`config.mk`:
```
export PLATFORM = sky130hd
export DESIGN_NAME = spi_slave_if
export DESIGN_NICKNAME = d
export VERILOG_FILES = /design/src/rtl/spi_pkg.sv /design/src/rtl/spi_tx_serializer.sv /design/src/rtl/spi_slave_if.sv
export SDC_FILE = /design/constraint.sdc
export NUM_CORES = 1
export LEC_CHECK = 0
export BUFFER_PORTS_ARGS = -buffer_cell sky130_fd_sc_hd__buf_2
export CORE_MARGIN = 3
export CORE_UTILIZATION = 60
export DETAILED_ROUTE_END_ITERATION = 8
export PLACE_DENSITY = 0.82
export SLEW_MARGIN = 10
export SYNTH_ARGS = -nofsm -noshare
export SYNTH_HDL_FRONTEND = slang
export SYNTH_HIERARCHICAL = 1
export SYNTH_SLANG_ARGS = --single-unit
export TNS_END_PERCENT = 10
```
`constraint.sdc`:
```
create_clock -name clk -period 7 [get_ports clk]
set_clock_uncertainty 0.1 [all_clocks]
set_input_delay 1.4 -clock clk [delete_from_list [all_inputs] [get_ports clk]]
set_output_delay 1.4 -clock clk [all_outputs]
set_load 0.005 [all_outputs]
```
`src/rtl/spi_pkg.sv`:
```
// rtl/spi_pkg.sv - shared SPI slave types, command codes and default widths
package spi_pkg;

  localparam int SPI_FRAME_W = 10;
  localparam int SPI_DATA_W  = 8;

  // Command codes carried in frame bits [9:8]; passed to the RAM verbatim.
  localparam logic [1:0] CMD_WR_ADDR = 2'b00;
  localparam logic [1:0] CMD_WR_DATA = 2'b01;
  localparam logic [1:0] CMD_RD_ADDR = 2'b10;
  localparam logic [1:0] CMD_RD_DATA = 2'b11;

  typedef enum logic [2:0] {
    IDLE      = 3'd0,
    CHK_CMD   = 3'd1,
    WRITE     = 3'd2,
    READ_ADD  = 3'd3,
    READ_DATA = 3'd4
  } state_t;

endpackage

```
`src/rtl/spi_tx_serializer.sv`:
```
// rtl/spi_tx_serializer.sv - load/shift register driving MISO MSB first
// Ports:
//   clk, rst_n  system clock, asynchronous active-low reset
//   clear       abort any shift in progress, MISO back to 0 next cycle
//   load        capture load_data; MISO shows bit DATA_W-1 the next cycle
//   load_data   word to serialise
//   miso        registered serial output, 0 when idle
//   busy        high while a word is being shifted out
module spi_tx_serializer #(
  parameter int DATA_W = 8
) (
  input  logic              clk,
  input  logic              rst_n,
  input  logic              clear,
  input  logic              load,
  input  logic [DATA_W-1:0] load_data,
  output logic              miso,
  output logic              busy
);

  localparam int CNT_W = $clog2(DATA_W);

  logic [DATA_W-1:0] sh;
  logic [CNT_W-1:0]  cnt;

  // MISO itself holds the current bit; sh holds the bits still to come and
  // cnt counts them, so the word appears on DATA_W consecutive cycles.
  always_ff @(posedge clk or negedge rst_n) begin
    if (!rst_n) begin
      sh   <= '0;
      cnt  <= '0;
      miso <= 1'b0;
      busy <= 1'b0;
    end else if (clear) begin
      cnt  <= '0;
      miso <= 1'b0;
      busy <= 1'b0;
    end else if (load) begin
      miso <= load_data[DATA_W-1];
      sh   <= {load_data[DATA_W-2:0], 1'b0};
      cnt  <= CNT_W'(DATA_W - 1);
      busy <= 1'b1;
    end else if (busy) begin
      if (cnt == '0) begin
        miso <= 1'b0;
        busy <= 1'b0;
      end else begin
        miso <= sh[DATA_W-1];
        sh   <= {sh[DATA_W-2:0], 1'b0};
        cnt  <= cnt - 1'b1;
      end
    end
  end

endmodule

```
`src/rtl/spi_slave_if.sv`:
```
// rtl/spi_slave_if.sv - SPI slave front end: MOSI frames to RAM words, RAM read data to MISO
// Ports:
//   clk, rst_n  system clock (posedge), asynchronous active-low reset
//   frame_err   (only with SPI_FRAME_ERR_EN) one-cycle pulse on an aborted frame or shift-out
//   SS_n        slave select, active low; rising edge ends/aborts a frame
//   MOSI        serial data in, MSB first
//   MISO        serial data out, MSB first, registered
//   rx_data     last complete frame, held between rx_valid pulses
//   rx_valid    one-cycle pulse when rx_data holds a new frame
//   tx_data     RAM read data
//   tx_valid    RAM read data valid
// Optional feature macro: SPI_FRAME_ERR_EN
module spi_slave_if
  import spi_pkg::*;
#(
  parameter int FRAME_W = SPI_FRAME_W,
  parameter int DATA_W  = SPI_DATA_W
) (
  input  logic               clk,
  input  logic               rst_n,
`ifdef SPI_FRAME_ERR_EN
  output logic               frame_err,
`endif
  input  logic               SS_n,
  input  logic               MOSI,
  output logic               MISO,
  output logic [FRAME_W-1:0] rx_data,
  output logic               rx_valid,
  input  logic [DATA_W-1:0]  tx_data,
  input  logic               tx_valid
);

  localparam int                CNT_W     = $clog2(FRAME_W + 1);
  localparam logic [CNT_W-1:0]  FRAME_CNT = CNT_W'(FRAME_W);
  localparam logic [CNT_W-1:0]  LAST_CNT  = CNT_W'(FRAME_W - 1);

  state_t             state, state_nxt;
  logic [FRAME_W-2:0] shift_q;
  logic [CNT_W-1:0]   bit_cnt;
  logic               rd_addr_ok;
  logic               tx_done;
  logic               frame_done;
  logic               receiving;
  logic               capture;
  logic               ser_busy;

  assign frame_done = (bit_cnt == FRAME_CNT);
  assign receiving  = (state inside {WRITE, READ_ADD, READ_DATA}) && !frame_done;
  // Only the first tx_valid after a completed read-data frame is taken.
  assign capture    = (state == READ_DATA) && frame_done && !tx_done && tx_valid && !SS_n;

  always_ff @(posedge clk or negedge rst_n) begin
    if (!rst_n) state <= IDLE;
    else        state <= state_nxt;
  end

  always_comb begin
    state_nxt = state;
    if (SS_n) begin
      state_nxt = IDLE;
    end else begin
      case (state)
        IDLE:    state_nxt = CHK_CMD;
        CHK_CMD: begin
          if (!MOSI)           state_nxt = WRITE;
          else if (rd_addr_ok) state_nxt = READ_DATA;
          else                 state_nxt = READ_ADD;
        end
        default: state_nxt = state;
      endcase
    end
  end

  // Frame assembly. A deasserted SS_n wins over everything, so a partial
  // frame never reaches rx_data and rd_addr_ok keeps its value.
  always_ff @(posedge clk or negedge rst_n) begin
    if (!rst_n) begin
      shift_q    <= '0;
      bit_cnt    <= '0;
      rx_data    <= '0;
      rx_valid   <= 1'b0;
      rd_addr_ok <= 1'b0;
      tx_done    <= 1'b0;
    end else begin
      rx_valid <= 1'b0;
      if (SS_n) begin
        shift_q <= '0;
        bit_cnt <= '0;
        tx_done <= 1'b0;
      end else if (state == CHK_CMD) begin
        shift_q <= {{(FRAME_W-2){1'b0}}, MOSI};
        bit_cnt <= CNT_W'(1);
        tx_done <= 1'b0;
      end else if (receiving) begin
        shift_q <= {shift_q[FRAME_W-3:0], MOSI};
        bit_cnt <= bit_cnt + 1'b1;
        if (bit_cnt == LAST_CNT) begin
          rx_data  <= {shift_q, MOSI};
          rx_valid <= 1'b1;
          if (state == READ_ADD) rd_addr_ok <= 1'b1;
        end
      end else if (capture) begin
        tx_done    <= 1'b1;
        rd_addr_ok <= 1'b0;
      end
    end
  end

  spi_tx_serializer #(.DATA_W(DATA_W)) u_tx (
    .clk       (clk),
    .rst_n     (rst_n),
    .clear     (SS_n),
    .load      (capture),
    .load_data (tx_data),
    .miso      (MISO),
    .busy      (ser_busy)
  );

`ifdef SPI_FRAME_ERR_EN
  // Abort is an error only once the command bit is in and the frame is
  // still incomplete, or while read data is still going out.
  always_ff @(posedge clk or negedge rst_n) begin
    if (!rst_n) frame_err <= 1'b0;
    else        frame_err <= SS_n && (receiving || ser_busy);
  end
`endif

endmodule
```
After elaboration in Yosys (flattened, before gate mapping)
Cells that the tools add are included.
Widths: inputs -> output; s select.
{"block": "word_totals", "regBits": 42, "in_bits": 13, "out_inout_bits": 12, "word_cells": 85}
{"block": "classes", "add_sub_neg": 2, "n_eq_ne": 11, "muxes": 37, "bitwise": 2, "n_reduce_logical": 22}
{"cell": "$mux 9", "count": 3}
{"cell": "$mux 8", "count": 3}
{"cell": "$mux 3", "count": 7}
{"cell": "$mux 1", "count": 20}
{"cell": "$reduce_bool 3->1", "count": 5}
{"cell": "$mux 4", "count": 3}
{"cell": "$eq 4x4->1 const B", "count": 2}
{"cell": "$eq 3x2->1 const B", "count": 2}
{"cell": "$logic_not 3->1", "count": 2}
{"cell": "$pmux 3 s2", "count": 1}
{"cell": "$logic_and 1x1->1", "count": 5}
{"cell": "$reduce_and 5->1", "count": 1}
{"cell": "$add 4x1->4 const B", "count": 1}
{"cell": "$ne 2x1->1 const B", "count": 2}
{"cell": "$reduce_and 2->1", "count": 2}
{"cell": "$reduce_and 4->1", "count": 1}
{"cell": "$reduce_bool 2->1", "count": 2}
{"cell": "$eq 3x1->1 const B", "count": 1}
{"cell": "$eq 3x3->1 const B", "count": 1}
{"cell": "$logic_not 1->1", "count": 3}
{"cell": "$ne 3x2->1 const B", "count": 1}
{"cell": "$ne 3x3->1 const B", "count": 1}
{"cell": "$reduce_and 3->1", "count": 1}
{"cell": "$sub 3x1->3 const B", "count": 1}
{"cell": "2 further kinds", "count": 3}

Depth between registers and ports, before layout
Gate-level depths: netlist (run 1).
{"block": "logic_depth", "ltp_word": 9, "depth_mapped": 9}

Cells and area by module
Netlist (run 1), hierarchy kept.
{"module": "spi_slave_if", "n_inst": 1, "cells_per_inst": 113, "area_each_um2": 1320.0, "seq_area_each_um2": 725.7}
{"module": "spi_tx_serializer", "n_inst": 1, "cells_per_inst": 52, "area_each_um2": 665.6, "seq_area_each_um2": 300.3}

Worst setup path before layout (run 1)
No wires, ideal clock.
{"block": "synth_timing", "path_kind": "input-to-reg", "start": "in tx_valid", "end": "reg u_tx.sh[6]", "setup_time_ns": 0.125, "arrival_ns": 2.663, "required_ns": 6.775, "path_slack_ns": 4.112, "cell_stages": 7, "n_path_buf": 2, "path_cell_list": "nand4_1 -> or3_1 -> inv_1 -> buf_6 -> buf_8 -> mux2_4 -> mux2_4"}
{"block": "synth_between", "elab_chain_len": 4, "elab_cells_between_ends": 6, "classes_between": "1 x eq/ne; 1 x mux; 4 x reduce/logical"}
{"element": "start: declaration", "line": "spi_slave_if.sv:30", "source": "input logic tx_valid"}
{"element": "$logic_and 1x1->1 (*) (2 in series)", "line": "spi_slave_if.sv:50", "source": "assign capture = (state == READ_DATA) && frame_done && !tx_done && tx_valid && !SS_n;"}
{"element": "net capture", "line": "spi_slave_if.sv:44", "source": "logic capture;"}
{"element": "$ne 2x2->1 (no line) / $reduce_bool 2->1 (equally long branches)"}
{"element": "$reduce_and 3->1 (no line)"}
{"element": "end signal: assignment", "line": "spi_tx_serializer.sv:40", "source": "sh <= {load_data[DATA_W-2:0], 1'b0};"}
{"element": "end signal: assignment", "line": "spi_tx_serializer.sv:49", "source": "sh <= {sh[DATA_W-2:0], 1'b0};"}
{"element": "end: declaration", "line": "spi_tx_serializer.sv:23", "source": "logic [DATA_W-1:0] sh;"}
Mark *: on every way through the listed nets, which the timed path passes. The rest lies on a longest branch.
A chain may end at the register's enable or synchronous reset.

Worst setup path after layout (run 1)
{"block": "layout_timing", "start": "in SS_n", "end": "reg u_tx.sh[5]"}
{"block": "layout_between", "elab_chain_len": 4, "elab_cells_between_ends": 7, "classes_between": "1 x eq/ne; 1 x mux; 1 x bitwise; 4 x reduce/logical"}
{"element": "start: declaration", "line": "spi_slave_if.sv:24", "source": "input logic SS_n,"}
{"element": "$logic_not 1->1 (*)", "line": "spi_slave_if.sv:50"}
{"element": "$logic_and 1x1->1 (*)", "line": "spi_slave_if.sv:50"}
{"element": "net capture", "line": "spi_slave_if.sv:44"}
{"element": "$ne 2x2->1 (no line) / $reduce_bool 2->1 (equally long branches)"}
{"element": "$reduce_and 3->1 (no line)"}
Marked as above.

==> summary.md, run 1 <==
| Metric | Value |
|---|---|
| Result of the run | completed |
| Hpwl dp | between 2000 and 2500 um |
| Number of standard cells in the final layout excluding fillers | about 240 |
| Minimum clock period after layout | around 3.1 ns |
| Number of placed instances, taps included | 227 |
| Post-synthesis cell count | 165 |
| Largest cells by area after synthesis | sky130_fd_sc_hd__dfrtp_1, sky130_fd_sc_hd__mux2_4, sky130_fd_sc_hd__mux2_2 |
| Share of the yosys chip area belonging to registers | around 52% |
| Setup_tns | 0 ns |
| Fraction of power consumed by combinational cells | approximately 6.7% |
| CP startpoint kind | input port |
| Inserted Clock Buffers | 5 |
| Min-Delay Path Class | flip-flop to flip-flop |
| Top fanout value on the critical path | 16 |
| Syn_nets | roughly 180 |
| Via count of the first global-routing pass | about 1300 |
| Root buf cell | sky130_fd_sc_hd__clkbuf_4 |
| Final setup violation count | 0 |
| Post-route setup slack | roughly 3.9 ns |
| Wire length of the first global-routing pass | ~6200 um |
| Number of synthesized flops with an enable pin | 0 |
| Final period util | 44.1% |
| Number of nets at the end of the flow | 208 |
| Average routed wire per standard cell | ~15 um |
| # diodes | 0 |
| Number of gates resized after cts | 0 |
| Fraction of synthesis flops using an asynchronous set or reset pin | 100% |
| Standard cell core area | 0.00310 sq mm |
| Vertical die dimension | 63.5 um |
| Via count | around 1300 |
| Largest net degree at the start of global routing | 42 |
| Worst Path Required | 7.14 ns |
| CTS tree | built |
| Most frequent cells after synthesis | sky130_fd_sc_hd__dfrtp_1, sky130_fd_sc_hd__nand2_1, sky130_fd_sc_hd__a21oi_1, sky130_fd_sc_hd__mux2_4, sky130_fd_sc_hd__mux2_2 |
| Num rows | 20 |
| Arrival time at the worst endpoint | approximately 3.2 ns |
| Synthesized flop and latch total | between 40 and 50 |
| Final-report hold violation count | 0 |
| Clock transition time at the flip-flop clock pins of the worst setup and hold paths | roughly 0.11 ns |
| Count of unique library cells instantiated by Yosys | between 40 and 50 |
| Buffer count from post-CTS setup fixing | 0 |
| Setup repair after global routing missed its margin | no |
| Overall Global Routing Usage | between 20% and 30% |
| Actual transition at the worst max-transition pin | roughly 0.87 ns |
| Clock insertion delay at the later pin of the skew report | around 0.35 ns |
| Capturing element type of the critical path | flip-flop |
| Number of clock sinks seen by CTS | just over 40 |
| Aggregate global routing overflow | 0 |
| Share of layout cells above drive strength 1 | approximately 32% |
| Mean Syn Cell Area | roughly 12 sq um |
| Switching power total | around 0.00010 W |
| Final routed wirelength across all metal layers | 3500 um |
| Pre-CTS worst setup slack | about 3.5 ns |
| Horizontal extent of the die | between 60 and 70 um |
| Cell area after technology mapping | 0.00199 sq mm |
| Pleak | approximately 1.0 nW |
| Worst rel slew slack | between 40% and 50% |
| Deepest clock path buffer count | 2 |
| Layout Area Growth over Synthesis | 10.4% |
| Effective utilization at floorplan | roughly 64% |
| Switching share of total power | roughly 23% |
| Port-buffer cells | 24 |
| Initial DRT Pass Iterations | 4 |
| CTS Hold Buffers Added | 0 |
| Yosys warning count | 6 |
| Highest ir drop seen on vdd | 186 uV |
| Proportion of netlist area held by the largest area contributor | about half |
| Max Freq | ~0.32 GHz |
| Pwr/cell area | between 150 and 200 mW/mm^2 |
| Routability-driven placement congestion ratio | about 0.78 |
| Count of maximum capacitance violations | 0 |
| Via count normalized by instance count | approximately 5.5 |
| H-tree levels | 2 |
| Post-detailed-route DRC marker count | 0 |
| Leading cell type by number of instances after synthesis | sky130_fd_sc_hd__dfrtp_1 |
| Number of DRC markers after the initial detailed-route iteration | a little over 60 |
| IO Pins | 25 |
| Most used flip-flop cell after synthesis | sky130_fd_sc_hd__dfrtp_1 |
| Die Outline Area | a little over 0.004 sq mm |
| Initial antenna violation count | 0 |
| Antenna-violating nets left | 0 |
| Category of the critical setup timing path | input port to flip-flop |
| Proportion of power drawn by the clock network | 36.8% |
| Seq pwr share | 56.5% |
| Synth area leader | sky130_fd_sc_hd__dfrtp_1 |
| Internal power | around 0.00034 W |
| Final max-slew violation count | 0 |
-- power groups by stage --
stage               Sequential [W]  Clock, W  Combinational (W)
global route              0.000247  0.000175          0.0000330
CTS                       0.000246  0.000164          0.0000294
detailed placement        0.000251         0          0.0000290
finish                    0.000246  0.000160          0.0000291
floorplan                 0.000249         0          0.0000174
global placement          0.000250         0          0.0000277
-- worst max-delay path, cell delays in order --
cell and delay (ns):
sky130_fd_sc_hd__buf_2 0.18, sky130_fd_sc_hd__or3_1 0.41, sky130_fd_sc_hd__inv_1 0.45, sky130_fd_sc_hd__o21bai_2 0.19
sky130_fd_sc_hd__nor2_4 0.23, sky130_fd_sc_hd__mux2_2 0.37
-- state kept, by name, indices dropped and copies added (netlist names) --
register and flops:
rx_data 10, state 3, bit_cnt 4, rx_valid 1
u_tx/busy 1, rd_addr_ok 1, tx_done 1, u_tx/sh 7
u_tx/miso 1, shift_q 9, u_tx/cnt 3
-- per-layer routing --
metal	vias up	wire length, um	GRT usage, %
met5	-	0	0
met3	5	195	6.77
met4	0	40	5.39
met2	35	1760	34.0
li1	620	-	-
met1	624	1510	24.2
-- cell type report --
| class | instances | area, sq um |
|---|---|---|
| multi-input combinational | 109 | 868 |
| clock inverter | 2 | 37.5 |
| timing repair buffer | 24 | 120 |
| tap | 44 | 55.1 |
| inverter | 9 | 33.8 |
| fill | 243 | 911 |
| clock buffer | 6 | 51.3 |
| sequential | 41 | 1030 |
-- final timing paths --
path	startpoint	to	slack, ns	cells past startpoint
worst max-delay path	SS_n	u_tx/sh[5]$_DFFE_PN0P_	3.91	6
worst min-delay path	rx_data[3]$_DFFE_PN0P_	rx_data[3]$_DFFE_PN0P_	0.42	1
worst max register to register	state[1]$_DFFE_PN0P_	u_tx/sh[5]$_DFFE_PN0P_	4.21	7
worst min register to register	rx_data[3]$_DFFE_PN0P_	rx_data[3]$_DFFE_PN0P_	0.42	1
max in group asynchronous	rst_n	rx_data[3]$_DFFE_PN0P_	5.20	1
min in group asynchronous	rst_n	shift_q[7]$_DFFE_PN0P_	1.05	1
-- cells by family (layout without fill, tap and decap cells) --
family	after synthesis	in the layout	synth area share, %
adder cells (fa/ha/maj)	5	5	3.15
multiplexers	23	23	15.3
AND/OR/NAND/NOR	50	50	14.6
AO/OA/AOI/OAI	29	29	9.83
buffers and inverters	15	41	4.60
XOR/XNOR	2	2	0.882
flip-flops	41	41	51.7
-- metrics by stage --
| stage | power (W) | instance area, sq um | util, % | hold slack [ns] |
|---|---|---|---|---|
| 6_report | 0.000435 | 2190 | 70.6 | 0.424 |
| 5_1_grt | 0.000455 | 2190 | 70.6 | 0.441 |
| 4_1_cts | 0.000440 | 2190 | 70.6 | 0.425 |
| 3_5_place_dp | 0.000280 | 2100 | 67.8 | 0.394 |
| 3_3_place_gp | 0.000278 | 2100 | 67.8 | 0.389 |
| 2_1_floorplan | 0.000267 | 1990 | - | 0.367 |
-- cells in the final DEF, fill, tap and decap left out, types with 3 or more instances in the layout --
master,instances
sky130_fd_sc_hd__a211oi_1,3
sky130_fd_sc_hd__a21oi_1,13
sky130_fd_sc_hd__buf_2,24
sky130_fd_sc_hd__clkbuf_4,5
sky130_fd_sc_hd__dfrtp_1,41
sky130_fd_sc_hd__ha_1,5
sky130_fd_sc_hd__inv_1,9
sky130_fd_sc_hd__mux2_2,11
sky130_fd_sc_hd__mux2_4,12
sky130_fd_sc_hd__nand2_1,20
sky130_fd_sc_hd__nor2_1,9
sky130_fd_sc_hd__o21ai_0,3
Power figures use the tool's default switching activity.
==> run 2: changes to the inputs <==
--- a/config.mk
+++ b/config.mk
@@ -5,11 +5,12 @@
 export SDC_FILE = /design/constraint.sdc
 export NUM_CORES = 1
 export LEC_CHECK = 0
+export ABC_AREA = 1
 export BUFFER_PORTS_ARGS = -buffer_cell sky130_fd_sc_hd__buf_2
 export CORE_MARGIN = 3
-export CORE_UTILIZATION = 60
+export CORE_UTILIZATION = 51
 export DETAILED_ROUTE_END_ITERATION = 8
-export PLACE_DENSITY = 0.82
+export PLACE_DENSITY = 0.74
 export SLEW_MARGIN = 10
 export SYNTH_ARGS = -nofsm -noshare
 export SYNTH_HDL_FRONTEND = slang
==> constraint.sdc (replaced) <==
create_clock -name clk -period 2.66 [get_ports clk]
set_clock_uncertainty 0.1 [all_clocks]
set_input_delay 0.532 -clock clk [delete_from_list [all_inputs] [get_ports clk]]
set_output_delay 0.532 -clock clk [all_outputs]
set_load 0.005 [all_outputs]
==> run 2 against run 1 <==
  * Worst hold slack lost 0.15 ns
  * First-iteration DRC count is 15% higher
  * Worst setup slack worse by 3.2 ns
  * Utilization down 11 points
  * Sequential power rose to 2.7 times the previous value
  * Largest cell class unchanged
  * Largest power group unchanged
  * Highest routed layer unchanged
==> summary.md, run 2 <==
| Metric | Value |
|---|---|
| H-tree levels | 2 (unchanged) |
| Final max-slew violation count | 0 (unchanged) |
| Synth area leader | sky130_fd_sc_hd__dfrtp_1 (unchanged) |
| Proportion of netlist area held by the largest area contributor | 50.2% (was 51.7%) |
| Largest stage delay on the critical path | 0.41 ns (was 0.45 ns) |
| Number of clock sinks seen by CTS | 41 (unchanged) |
| Post-detailed-route DRC marker count | 0 (unchanged) |
| Overall Global Routing Usage | 17.8% (was 20.0%) |
| Standard cell core area | 0.00377 sq mm (was 0.00310 sq mm) |
| Most common cell after layout, fill and taps aside | sky130_fd_sc_hd__nand2_1 (was sky130_fd_sc_hd__dfrtp_1) |
| Initial antenna violation count | 0 (unchanged) |
| Number of synthesized flops with an enable pin | 0 (unchanged) |
| Commonest cells after routing, fill and taps aside | sky130_fd_sc_hd__nand2_1, sky130_fd_sc_hd__dfrtp_1, sky130_fd_sc_hd__buf_2 (was sky130_fd_sc_hd__dfrtp_1, sky130_fd_sc_hd__buf_2, sky130_fd_sc_hd__nand2_1) |
| Number of gates resized after cts | 0 (unchanged) |
| Syn_nets | 262 (was 183) |
| Cell-by-cell trace of the critical path | inv_1 > ha_1 > nand3_1 > nor2_1 > nand3_1 > inv_1 > inv_2 > nand3_4 > nand2_4 > nand2_1 > nand2_1 (was buf_2 > or3_1 > inv_1 > o21bai_2 > nor2_4 > mux2_2) |
| Root buf cell | sky130_fd_sc_hd__clkbuf_8 (was sky130_fd_sc_hd__clkbuf_4) |
| Length of routed wiring on met1 | 1980 um (was 1510 um) |
| Max Freq | ~0.50 GHz |
| Via count of the first global-routing pass | 1538 (was 1319) |
| Final setup violation count | 0 (unchanged) |
| Category of the critical setup timing path | flip-flop to flip-flop (was input port to flip-flop) |
| Wire length of the first global-routing pass | 7060 um (was 6160 um) |
| Vertical die dimension | 69.3 um (was 63.5 um) |
| Largest registers | rx_data (10), shift_q (9), u_tx/sh (7) (unchanged) |
| Highest ir drop seen on vdd | 335 uV (was 186 uV) |
| Final routed wirelength across all metal layers | 3970 um (was 3500 um) |
| Final period util | 74.7% |
| Buffer count from post-CTS setup fixing | 0 (unchanged) |
| Number of placed instances, taps included | 311 (was 227) |
| Number of DRC markers after the initial detailed-route iteration | 70 (was 61) |
| Number of standard cells in the final layout excluding fillers | 318 (was 235) |
| Deepest clock path buffer count | 2 (unchanged) |
| Post-synthesis cell count | 244 (was 165) |
| Number of nets at the end of the flow | 288 (was 208) |
| Share of the yosys chip area belonging to registers | 50.2% (was 51.7%) |
| Via count normalized by instance count | 5.10 (was 5.46) |
| Largest cells by area after synthesis | sky130_fd_sc_hd__dfrtp_1, sky130_fd_sc_hd__nand2_1, sky130_fd_sc_hd__nand4_1 (was sky130_fd_sc_hd__dfrtp_1, sky130_fd_sc_hd__mux2_4, sky130_fd_sc_hd__mux2_2) |
| Aggregate global routing overflow | 0 (unchanged) |
| Worst path buffer plus inverter count | 3 (was 2) |
| Via count | 1622 (was 1284) |
| Most used flip-flop cell after synthesis | sky130_fd_sc_hd__dfrtp_1 (unchanged) |
| Clock insertion delay at the later pin of the skew report | 0.29 ns (was 0.35 ns) |
| Antenna-violating nets left | 0 (unchanged) |
| Count of unique library cells instantiated by Yosys | 26 (was 41) |
| Fraction of synthesis flops using an asynchronous set or reset pin | 100% (unchanged) |
| Pre-CTS worst setup slack | 0.655 ns (was 3.55 ns) |
| Power Total | 0.00121 W (was 0.000435 W) |
| Num rows | 22 (was 20) |
| Largest net degree at the start of global routing | 42 (unchanged) |
| Effective utilization at floorplan | 54.2% (was 64.0%) |
| Top routing layer in use | met4 (unchanged) |
| Capturing element type of the critical path | flip-flop (unchanged) |
| Setup repair after global routing missed its margin | no (unchanged) |
| Top register by number of flip-flops | rx_data (unchanged) |
| CTS Hold Buffers Added | 0 (unchanged) |
| Inserted Clock Buffers | 5 (unchanged) |
| Layout Area Growth over Synthesis | 10.9% (was 10.4%) |
| Top fanout value on the critical path | 14 (was 16) |
| Most frequent cells after synthesis | sky130_fd_sc_hd__nand2_1, sky130_fd_sc_hd__dfrtp_1, sky130_fd_sc_hd__nand3_1, sky130_fd_sc_hd__nand4_1, sky130_fd_sc_hd__inv_1 (was sky130_fd_sc_hd__dfrtp_1, sky130_fd_sc_hd__nand2_1, sky130_fd_sc_hd__a21oi_1, sky130_fd_sc_hd__mux2_4, sky130_fd_sc_hd__mux2_2) |
| Endpoint of the worst-slack reg-to-reg timing path | u_tx/sh[6]$_DFFE_PN0P_ (was u_tx/sh[5]$_DFFE_PN0P_) |
| Actual transition at the worst max-transition pin | 0.894 ns (was 0.871 ns) |
| Post-route setup slack | 0.672 ns (was 3.91 ns) |
| Leading cell type by number of instances after synthesis | sky130_fd_sc_hd__nand2_1 (was sky130_fd_sc_hd__dfrtp_1) |
| CP startpoint kind | flip-flop (was input port) |
| Die Outline Area | 0.00480 sq mm (was 0.00404 sq mm) |
| Hpwl dp | 2790 um (was 2490 um) |
| Initial DRT Pass Iterations | 4 (unchanged) |
| Result of the run | completed (unchanged) |
| CTS tree | built (unchanged) |
| Synthesized flop and latch total | 41 (unchanged) |
| Worst reg-to-reg setup slack | 0.67 ns (was 4.21 ns) |
| Mean Syn Cell Area | 8.38 sq um (was 12.0 sq um) |
| Minimum clock period after layout | slightly below 2 ns |
| Worst-case reg-to-reg path depth | 11 (was 7) |
| Clock transition time at the flip-flop clock pins of the worst setup and hold paths | 0.08 ns (was 0.11 ns) |
| Setup_tns | 0 ns (unchanged) |
| Pwr/cell area | 532 mW/mm^2 (was 199 mW/mm^2) |
| Worst Path Required | 2.74 ns (was 7.14 ns) |
| Hold Slack | 0.271 ns (was 0.424 ns) |
| Horizontal extent of the die | 69.3 um (was 63.5 um) |
| Count of maximum capacitance violations | 0 (unchanged) |
| WP depth | 11 (was 6) |
| CP Launch Point | bit_cnt[0]$_DFFE_PN0P_ (was SS_n) |
| Routability-driven placement congestion ratio | 0.848 (was 0.782) |
| Min-Delay Path Class | input port to async pin (was flip-flop to flip-flop) |
| IO Pins | 25 (unchanged) |
| Amount of wire on met2 after detailed routing | 1800 um (was 1760 um) |
| DR WL met3 | 151 um (was 195 um) |
| Worst R2R Start | bit_cnt[0]$_DFFE_PN0P_ (was state[1]$_DFFE_PN0P_) |
| Final-report hold violation count | 0 (unchanged) |
| Yosys warning count | 6 (unchanged) |
| Average routed wire per standard cell | 12.5 um (was 14.9 um) |
| Max reg flops | 10 (unchanged) |
| Endpoint of the worst setup timing path | u_tx/sh[6]$_DFFE_PN0P_ (was u_tx/sh[5]$_DFFE_PN0P_) |
| Critical Path Slowest Stage Cell | sky130_fd_sc_hd__dfrtp_1 (was sky130_fd_sc_hd__inv_1) |
| Arrival time at the worst endpoint | 2.06 ns (was 3.22 ns) |
| # diodes | 0 (unchanged) |
| Pleak | 1.31 nW (was 1.04 nW) |
| Share of layout cells above drive strength 1 | 18.9% (was 32.5%) |
| CP top delay family | simple AND/OR/NAND/NOR gates (unchanged) |
| Port-buffer cells | 24 (unchanged) |
| Worst rel slew slack | 40.4% (was 42.0%) |
| Cell area after technology mapping | 0.00204 sq mm (was 0.00199 sq mm) |
## run 2: changes by cell type in the layout (fill, tap and decap cells not counted), sizes merged, moves of 2 or more
cell	previous run	this run
nand2	20	107
a21oi	13	8
nor2b	2	0
a211oi	3	0
o21ai	4	6
nand2b	2	0
inv	9	22
nand4	1	18
nor3	3	1
nor3b	3	0
mux2	23	0
nand3	2	18
## run 2: how the worst min path moves through the flow
stage | slack [ns] | from | cells past startpoint | end
global placement | 0.36 | u_tx/sh[3]$_DFFE_PN0P_ | 2 | u_tx/sh[3]$_DFFE_PN0P_
detailed placement | 0.36 | rx_data[9]$_DFFE_PN0P_ | 2 | rx_data[9]$_DFFE_PN0P_
global route | 0.34 | rst_n | 1 | state[2]$_DFFE_PN0P_
CTS | 0.30 | rst_n | 1 | bit_cnt[3]$_DFFE_PN0P_
finish | 0.27 | rst_n | 1 | bit_cnt[3]$_DFFE_PN0P_
floorplan | 0.14 | rst_n | 0 | bit_cnt[0]$_DFFE_PN0P_
## run 2: final cells by class
class | instances | area (sq um)
well taps | 48 | 60.1
fillers | 348 | 1500
clock buffers | 7 | 86.3
inverters | 22 | 85.1
repair buffers | 25 | 128
multi-input cells | 175 | 882
flip-flops and latches | 41 | 1030
## run 2: where the power goes
| part | total (W) | internal, W | switching (W) |
|---|---|---|---|
| clock network | 0.000406 | 0.000206 | 0.000200 |
| logic | 0.000140 | 0.0000404 | 0.000100 |
| registers | 0.000660 | 0.000640 | 0.0000202 |
## run 2: per-stage QoR
step	util, %	cell area, sq um
2_1_floorplan	-	2040
3_3_place_gp	57.8	2180
3_5_place_dp	57.8	2180
4_1_cts	60.1	2270
5_1_grt	60.1	2270
6_report	60.1	2270
## run 2: worst register-to-register path, delay by kind of cell, from the launching register on
kind / cells / cell delay [ns]
flops: 1 / 0.41
buf+inv: 3 / 0.37
fa+ha+maj: 1 / 0.17
simple gates: 7 / 0.81
## run 2: kinds of logic after synthesis
kind of cell / synth area share, %
DFF: 50.2
AOI/OAI and AO/OA: 3.79
and+or+nand+nor: 35.9
adders and majority gates: 3.06
buffers and inverters: 6.67
xor gates and xnor gates: 0.428
## run 2: per-layer routing
| metal | vias to the layer above | global-route usage [%] |
|---|---|---|
| met5 | - | 0 |
| met4 | 0 | 5.86 |
| met3 | 4 | 3.33 |
| met2 | 25 | 27.2 |
| met1 | 761 | 25.4 |
| li1 | 832 | - |
==> run 3: changes to the inputs <==
==> constraint.sdc (replaced) <==
create_clock -name clk -period 1.7 [get_ports clk]
set_clock_uncertainty 0.1 [all_clocks]
set_input_delay 0.34 -clock clk [delete_from_list [all_inputs] [get_ports clk]]
set_output_delay 0.34 -clock clk [all_outputs]
set_load 0.005 [all_outputs]
==> run 3 against run 2 <==
  * The run now ends with hold timing left
  * Cell count grew 4.7%
  * Clock power grew 56%
  * Routed wire length grew 8.5%
  * Critical endpoint is now u_tx/sh[7]$_DFFE_PN0P_
==> summary.md, run 3 (synthesized netlist as in run 2, its figures left out) <==
| Metric | Value |
|---|---|
| Result of the run | finished with violations (was completed) |
| Violations in the final reports | hold timing |
| Worst Path Required | 1.79 ns (was 2.74 ns) |
| Final routed wirelength across all metal layers | 4310 um (was 3970 um) |
| Average routed wire per standard cell | 12.9 um (was 12.5 um) |
| Number of nets at the end of the flow | 302 (was 288) |
| Num rows | 22 (unchanged) |
| CTS tree | built (unchanged) |
| Worst reg-to-reg setup slack | 0.08 ns (was 0.67 ns) |
| Clock insertion delay at the later pin of the skew report | 0.30 ns (was 0.29 ns) |
| Clock transition time at the flip-flop clock pins of the worst setup and hold paths | 0.08 ns (about the same) |
| Number of standard cells in the final layout excluding fillers | 333 (was 318) |
| Initial antenna violation count | 0 (unchanged) |
| Commonest cells after routing, fill and taps aside | sky130_fd_sc_hd__nand2_1, sky130_fd_sc_hd__dfrtp_1, sky130_fd_sc_hd__buf_2 (unchanged) |
| Count of maximum capacitance violations | 0 (unchanged) |
| Via count normalized by instance count | 5.26 (was 5.10) |
| Initial DRT Pass Iterations | 5 (was 4) |
| Setup repair after global routing missed its margin | yes (was no) |
| Minimum clock period after layout | 1.62 ns (was 1.99 ns) |
| Seq pwr share | 52.1% (was 54.7%) |
| Actual transition at the worst max-transition pin | 0.512 ns (was 0.894 ns) |
| Final max-slew violation count | 0 (unchanged) |
| Port-buffer cells | 24 (unchanged) |
| CP startpoint kind | flip-flop (unchanged) |
| # diodes | 0 (unchanged) |
| Largest registers | rx_data (10), shift_q (9), u_tx/sh (7) (unchanged) |
| Fraction of power consumed by combinational cells | 15.6% (was 11.6%) |
| Layout Area Growth over Synthesis | 19.9% (was 10.9%) |
| Wire length of the first global-routing pass | 7730 um (was 7060 um) |
| Horizontal extent of the die | 69.3 um (unchanged) |
| Switching power total | 0.000558 W (was 0.000320 W) |
| Via count | 1753 (was 1622) |
| Hpwl dp | 3040 um (was 2790 um) |
| Proportion of power drawn by the clock network | 32.3% (was 33.7%) |
| Max Freq | 0.617 GHz (was 0.503 GHz) |
| Effective utilization at floorplan | 54.2% (unchanged) |
| Final period util | 95.4% (was 74.7%) |
| Inserted Clock Buffers | 5 (unchanged) |
| Via count of the first global-routing pass | 1682 (was 1538) |
| Routability-driven placement congestion ratio | 0.865 (was 0.848) |
| H-tree levels | 2 (unchanged) |
| Final setup violation count | 0 (unchanged) |
| Post-detailed-route DRC marker count | 0 (unchanged) |
| Number of placed instances, taps included | 320 (was 311) |
| IO Pins | 25 (unchanged) |
| Category of the critical setup timing path | flip-flop to flip-flop (unchanged) |
| Min-Delay Path Class | input port to async pin (unchanged) |
| Pleak | 1.38 nW (was 1.31 nW) |
| Pwr/cell area | 801 mW/mm^2 (was 532 mW/mm^2) |
| Share of layout cells above drive strength 1 | 26.0% (was 18.9%) |
| Overall Global Routing Usage | 19.8% (was 17.8%) |
| Most common cell after layout, fill and taps aside | sky130_fd_sc_hd__nand2_1 (unchanged) |
| Antenna-violating nets left | 0 (unchanged) |
| Deepest clock path buffer count | 2 (unchanged) |
| Top fanout value on the critical path | 7 (was 14) |
| Die Outline Area | 0.00480 sq mm (unchanged) |
| Standard cell core area | 0.00377 sq mm (unchanged) |
| Aggregate global routing overflow | 0 (unchanged) |
| Number of clock sinks seen by CTS | 41 (unchanged) |
| Number of DRC markers after the initial detailed-route iteration | 128 (was 70) |
| Top register by number of flip-flops | rx_data (unchanged) |
| Switching share of total power | 28.5% (was 26.6%) |
| Largest net degree at the start of global routing | 42 (unchanged) |
| Vertical die dimension | 69.3 um (unchanged) |
| Internal power | 0.00140 W (was 0.000886 W) |
| Max reg flops | 10 (unchanged) |
| Hold Slack | -0.0178 ns (was 0.271 ns) |
| Final-report hold violation count | 13 (was 0) |
| Worst rel slew slack | 65.9% (was 40.4%) |
| Highest ir drop seen on vdd | 445 uV (was 335 uV) |
| Root buf cell | sky130_fd_sc_hd__clkbuf_8 (unchanged) |
| Capturing element type of the critical path | flip-flop (unchanged) |
| Arrival time at the worst endpoint | 1.71 ns (was 2.06 ns) |
[run 3: changes by cell type in the layout (fill, tap and decap cells not counted), moves of 2 or more]
cell	delta
sky130_fd_sc_hd__nand3_4	+2
sky130_fd_sc_hd__inv_1	-2
sky130_fd_sc_hd__clkinvlp_4	+2
sky130_fd_sc_hd__nand3_1	-2
sky130_fd_sc_hd__inv_4	+2
sky130_fd_sc_hd__buf_4	+11
sky130_fd_sc_hd__nor2_4	+3
[run 3: stage by stage]
| stage | setup WS (ns) | setup TNS, ns | area (sq um) | utilization [%] | total power, W |
|---|---|---|---|---|---|
| 2_1_floorplan | 0.00231 | 0 | 2050 | - | 0.00120 |
| 3_3_place_gp | 0.0529 | 0 | 2260 | 59.8 | 0.00131 |
| 3_5_place_dp | -0.0224 | -0.0866 | 2260 | 59.8 | 0.00132 |
| 4_1_cts | -0.00143 | -0.00143 | 2380 | 63.0 | 0.00196 |
| 5_1_grt | -0.0475 | -0.287 | 2450 | 65.0 | 0.00207 |
| 6_report | 0.0788 | 0 | 2450 | 65.0 | 0.00196 |
[run 3: path summary, 6_finish.rpt]
path / start / end / cells after the start
max: bit_cnt[2]$_DFFE_PN0P_ / u_tx/sh[7]$_DFFE_PN0P_ / 10
min: rst_n / state[0]$_DFFE_PN0P_ / 2
max reg2reg: bit_cnt[2]$_DFFE_PN0P_ / u_tx/sh[7]$_DFFE_PN0P_ / 10
min reg2reg: u_tx/sh[5]$_DFFE_PN0P_ / u_tx/sh[5]$_DFFE_PN0P_ / 2
max in group asynchronous: rst_n / u_tx/sh[6]$_DFFE_PN0P_ / 2
min in group clk: tx_data[0] / u_tx/sh[1]$_DFFE_PN0P_ / 3
[run 3: power by group through the flow]
stage / sequential, W / combinational, W / clock, W
finish: 0.00102 / 0.000305 / 0.000634
global route: 0.00103 / 0.000346 / 0.000698
CTS: 0.00102 / 0.000281 / 0.000658
detailed placement: 0.00104 / 0.000278 / 0
global placement: 0.00104 / 0.000275 / 0
floorplan: 0.00104 / 0.000160 / 0
[run 3: worst max-delay path, stage by stage, from the launching register on]
cell	delay [ns]
sky130_fd_sc_hd__dfrtp_1	0.40
sky130_fd_sc_hd__inv_1	0.16
sky130_fd_sc_hd__nand3_4	0.11
sky130_fd_sc_hd__nor2_4	0.15
sky130_fd_sc_hd__nand3_4	0.10
sky130_fd_sc_hd__inv_4	0.09
sky130_fd_sc_hd__nor2_4	0.06
sky130_fd_sc_hd__nor2_8	0.13
sky130_fd_sc_hd__nand2_4	0.09
sky130_fd_sc_hd__nand2_1	0.07
sky130_fd_sc_hd__nand2_1	0.04
[run 3: metal layers]
layer / track usage (%) / share of wire, %
met5: 0 / 0
met3: 5.51 / 4.4
met4: 6.94 / 0.84
met1: 26.4 / 48
met2: 30.8 / 47
[run 3: what timing repair did]
item | 4_1_cts | 5_1_grt
hold endpoints to repair | 0 | 0
gates cloned | 2 | 0
pin swaps | 3 | 8
buffers inserted | 0 | 3
setup endpoints to repair | 7 | 22
hold buffers | 0 | 0
gates resized for setup | 3 | 11
[run 3: layout make-up]
class	count	area, sq um
multi-input combinational	177	965
clock buffer	6	72.6
clock inverter	2	15.0
fill	331	1320
sequential	41	1030
inverter	22	90.1
timing repair buffer	37	221
tap	48	60.1
